===== src/rtl/alu_share_arbiter.sv =====
`default_nettype none
// +----------------------------------------------------------------------------+
// | alu_share_arbiter: round-robin sharing of one combinational ALU between    |
// | two requesters, with registered operands and captured result/flags.        |
// | Revision: 1.0                                                              |
// +----------------------------------------------------------------------------+
module alu_share_arbiter #(
  parameter int WIDTH = 32,
  parameter int OPW   = 3
) (
  input  logic             clk,
  input  logic             reset,
  input  logic             req0,
  input  logic             req1,
  input  logic [OPW-1:0]   op0,
  input  logic [OPW-1:0]   op1,
  input  logic [WIDTH-1:0] a0,
  input  logic [WIDTH-1:0] b0,
  input  logic [WIDTH-1:0] a1,
  input  logic [WIDTH-1:0] b1,
  output logic             gnt0,
  output logic             gnt1,
  output logic             done0,
  output logic             done1,
  output logic [WIDTH-1:0] result,
  output logic             zout,
  output logic             vout,
  output logic             nout,
  output logic             err,
  output logic [WIDTH-1:0] alu_a,
  output logic [WIDTH-1:0] alu_b,
  output logic [OPW-1:0]   alu_gin,
  input  logic [WIDTH-1:0] alu_result,
  input  logic             alu_zout,
  input  logic             alu_vout,
  input  logic             alu_nout
);

  localparam logic [OPW-1:0] OP_ADD = OPW'(3'b010);
  localparam logic [OPW-1:0] OP_SUB = OPW'(3'b110);
  localparam logic [OPW-1:0] OP_SLT = OPW'(3'b111);
  localparam logic [OPW-1:0] OP_AND = OPW'(3'b000);
  localparam logic [OPW-1:0] OP_OR  = OPW'(3'b001);

  typedef enum logic [1:0] {
    S_IDLE = 2'd0,
    S_EXEC = 2'd1,
    S_DONE = 2'd2
  } state_t;

  state_t           state_q;
  logic             ptr_q;
  logic             owner_q;
  logic             gnt0_q, gnt1_q, done0_q, done1_q;
  logic [WIDTH-1:0] result_q;
  logic             zout_q, vout_q, nout_q, err_q;
  logic [WIDTH-1:0] alu_a_q, alu_b_q;
  logic [OPW-1:0]   alu_gin_q;

  logic             win1_d;
  logic             addsub_d;
  logic             legal_d;

  // ptr_q set means requester 1 wins a tie.
  always_comb begin
    win1_d   = req1 & (~req0 | ptr_q);
    addsub_d = (alu_gin_q == OP_ADD) || (alu_gin_q == OP_SUB);
    legal_d  = addsub_d || (alu_gin_q == OP_SLT) ||
               (alu_gin_q == OP_AND) || (alu_gin_q == OP_OR);
  end

  always_ff @(posedge clk) begin
    if (reset) begin
      state_q   <= S_IDLE;
      ptr_q     <= 1'b0;
      owner_q   <= 1'b0;
      gnt0_q    <= 1'b0;
      gnt1_q    <= 1'b0;
      done0_q   <= 1'b0;
      done1_q   <= 1'b0;
      result_q  <= '0;
      zout_q    <= 1'b0;
      vout_q    <= 1'b0;
      nout_q    <= 1'b0;
      err_q     <= 1'b0;
      alu_a_q   <= '0;
      alu_b_q   <= '0;
      alu_gin_q <= '0;
    end else begin
      done0_q <= 1'b0;
      done1_q <= 1'b0;
      case (state_q)
        S_IDLE: begin
          if (req0 || req1) begin
            owner_q   <= win1_d;
            alu_gin_q <= win1_d ? op1 : op0;
            alu_a_q   <= win1_d ? a1 : a0;
            alu_b_q   <= win1_d ? b1 : b0;
            gnt0_q    <= ~win1_d;
            gnt1_q    <= win1_d;
            state_q   <= S_EXEC;
          end
        end
        S_EXEC: begin
          // Illegal codes still go through the ALU, but its outputs are discarded.
          if (legal_d) begin
            result_q <= alu_result;
            zout_q   <= alu_zout;
            nout_q   <= alu_nout;
            vout_q   <= addsub_d & alu_vout;
            err_q    <= 1'b0;
          end else begin
            result_q <= '0;
            zout_q   <= 1'b1;
            nout_q   <= 1'b0;
            vout_q   <= 1'b0;
            err_q    <= 1'b1;
          end
          done0_q <= ~owner_q;
          done1_q <= owner_q;
          state_q <= S_DONE;
        end
        S_DONE: begin
          gnt0_q  <= 1'b0;
          gnt1_q  <= 1'b0;
          ptr_q   <= ~owner_q;
          state_q <= S_IDLE;
        end
        default: begin
          gnt0_q  <= 1'b0;
          gnt1_q  <= 1'b0;
          state_q <= S_IDLE;
        end
      endcase
    end
  end

  assign gnt0    = gnt0_q;
  assign gnt1    = gnt1_q;
  assign done0   = done0_q;
  assign done1   = done1_q;
  assign result  = result_q;
  assign zout    = zout_q;
  assign vout    = vout_q;
  assign nout    = nout_q;
  assign err     = err_q;
  assign alu_a   = alu_a_q;
  assign alu_b   = alu_b_q;
  assign alu_gin = alu_gin_q;

endmodule
`default_nettype wire

===== config.mk =====
export PLATFORM = sky130hd
export DESIGN_NAME = alu_share_arbiter
export DESIGN_NICKNAME = d
export VERILOG_FILES = /design/src/rtl/alu_share_arbiter.sv
export SDC_FILE = /design/constraint.sdc
export NUM_CORES = 1
export LEC_CHECK = 0
export BUFFER_PORTS_ARGS = -buffer_cell sky130_fd_sc_hd__clkbuf_2
export CAP_MARGIN = 20
export CORE_AREA = 2 2 107 109
export DETAILED_ROUTE_END_ITERATION = 7
export DIE_AREA = 0 0 109 111
export PLACE_DENSITY_LB_ADDON = 0.15
export SYNTH_ARGS = -nofsm -noshare
export SYNTH_HDL_FRONTEND = slang
export SYNTH_SLANG_ARGS = --single-unit

===== constraint.sdc =====
create_clock -name clk -period 1.93 [get_ports clk]
set_input_delay 0.0965 -clock clk [delete_from_list [all_inputs] [get_ports clk]]
set_output_delay 0.0965 -clock clk [all_outputs]
set_load 0.005 [all_outputs]

==> impl_metrics.ini <==
[clock_tree]
insertion_delay_ps = 340
cts_sinks = 111
cts_tree = yes
cts_root_buffer = clkbuf_16
clk_pin_slew_ps = 80
htreeDepth = 3
clockBufferDepth = 2
cts_inserted_buffers = 9
cts_setup_buffers = 0

[power_and_ir_drop]
irDropWorstVdd_v = 0.000474
power_density_nw_per_um2 = 839
p_leak_nw = 3.02

[drt]
wl_met1_mm = 6.34
vias = 5289
top_layer = met4
drc = 0
wl_per_cell_um = 16.9
drt_iter0_drc = 413
routed_wl_mm = 16.0
dr_wl_met2_mm = 7.84
wl_met3_mm = 1.40
vias_per_cell = 5.61
firstDrtPassIters = 5
ant_nets = 0

[synth]
post_synth_fa_ha_maj_area_fraction_pct = 0
synth-seq-cells = 111
synth_area_um2 = 4640
synth_top_cell_area_share_pct = 47.9
syn-num-nets = 692
ys_seq_area_share_pct = 47.9
synth.area.mux_share_pct = 0
syn_inst = 519
syn_area_per_cell_um2 = 8.95
yosys_warnings = 0
synth_top_family_by_area = compound AO/OA/AOI/OAI gates
ys_types = 29
yosys.area_share.simple_pct = 10.9
synth_compound_area_share_pct = 34.4
yosys-top-cells-area = dfxtp_1 (48%), a311oi_1 (13%), a21oi_1 (7.7%)
yosysTopAreaCell = dfxtp_1
synth_xor_area_share_pct = 0

[sta]
period_share_pct = 84.3
slew_viol_final = 0
hold_ws_ps = 13.6
tightest_slew_ps = 603
max_slew_margin_pct = 59.8
max_freq_ghz = 0.615
clock-skew-final_ps = 8.99
hold_viol_final = 0
setup_violations = 0
min_period_ps = 1630
setup-tns-final_ps = 0
grt_setup_unrepaired = false

[worst_setup_path]
endpoint_kind = flop
cp.arrival_ps = 1900
cp-start-kind = flop
critPathRequiredTime_ps = 2210
worstPathMaxFanout = 33
crit_type = flop to flop

[global_route]
grt_pass1_wl_mm = 24.5
grt_pass1_vias = 4948
grt_max_degree = 69
track_usage_pct = 25.3
antenna_found_initial = 0
gr-total-overflow = 0

[min_path]
hold_class = input pin to flop

[floorplanning]
start_util_pct = 41.9
design.core.area_um2 = 11100
io_pins = 280
fp.dieW_um = 109
die_area_um2 = 12100
die_y_um = 111
row_count = 39

[cells_and_area]
drive_above_1_share_pct = 40.4
fin_nets = 967
instances_no_fill = 942
area.growth.synth_to_final_pct = 44.9
nFillCells = 979
diodes = 0

[job]
drv_cap = 0

[placed_design]
gp_congestion = 0.791
hpwl_mm = 10.4
port_buffers = 279
dpl.cell_count = 893

[run_status]
outcome = finished clean
==> cell usage after synthesis (all sizes together) <==
library cell  count
nand3            69
a311oi           67
clkbuf           43
a211oi            2
nand2b            2
buf              23
nor4              1
nor2              8
dfxtp           111
a21oi            71
and2b             1
nand2             1
nand4b            1
or3b              1
or2               2
nor4b             1
nor2b             2
inv               4
and3b             1
a22o             33
and2              1
nor3              3
or3               1
o21ai            70
==> layout make-up <==
class	instances	area, µm²	share of cell area [%]
Sequential cell	111	2220	33.0
Multi-Input combinational cell	338	2120	31.6
Timing Repair Buffer	330	1900	28.2
Clock buffer	12	256	3.81
Tap cell	143	179	2.66
Clock inverter	4	30.0	0.446
Inverter	4	15.0	0.223
==> metal layers <==
layer / vias up / GRT usage, %
met5: - / 0
met4: 0 / 10.2
met3: 30 / 5.76
met2: 271 / 42.3
met1: 2435 / 30.9
li1: 2553 / -
==> cells by family after synthesis <==
| family | after synthesis |
|---|---|
| AO/OA/AOI/OAI | 243 |
| AND/OR/NAND/NOR | 95 |
| flip-flops | 111 |
| buffers and inverters | 70 |
==> per-stage QoR <==
step | cell area (µm²) | util [%] | power, mW | setup slack (ps)
after floorplan | 4640 | - | 3.30 | 517
after global placement | 6110 | 55.2 | 3.84 | 170
after detailed placement | 6110 | 55.2 | 3.87 | 80.6
after CTS | 6720 | 60.6 | 5.69 | 61.9
after global routing | 6730 | 60.7 | 5.92 | 213
final | 6730 | 60.7 | 5.64 | 303
==> what timing repair did <==
action / 4_1_cts / 5_1_grt
hold buffers: 32 / 0
endpoints found under the hold margin: 32 / 0
gates resized for setup: 0 / 0
==> final timing paths <==
| kind | end | startpoint | cells past startpoint | slack, ps |
|---|---|---|---|---|
| worst min register to register | vout | vout | 2 | 470 |
| worst max-delay path | result[2] | state_q[0] | 4 | 300 |
| worst min-delay path | alu_a[21] | a0[21] | 3 | 10 |
| worst max register to register | result[2] | state_q[0] | 4 | 300 |
==> worst max-delay path: stages (launching register included) <==
cell and delay, ps:
dfxtp_1 480, or3b_4 450, nor3_4 110, buf_4 330, a22o_1 200
==> power breakdown <==
part | internal [mW] | switching [mW]
Sequential | 2.52 | 0.129
Combinational | 0.585 | 0.646
Clock | 0.950 | 0.817
==> flip-flops by register name (all words and copies together), names as in the netlist, 2 cells and up <==
register / flops
alu_a: 32
alu_b: 32
result: 32
state_q: 2
alu_gin: 3
==> cell usage in the layout (no fill, tap or decap), types with 3 or more instances in the layout <==
master         netlist  layout
nor2_1               8       5
buf_12               0       3
a21oi_1             71      71
buf_4                3      15
o21ai_1              5       5
dfxtp_1            111     111
a22o_1              33      33
clkbuf_2             0     279
dlygate4sd3_1        0      32
nand3_1             69      69
clkbuf_16            0       9
o21ai_0             65      65
inv_1                3       3
a311oi_1            67      67
No activity file was read; power rests on OpenSTA's default activity.
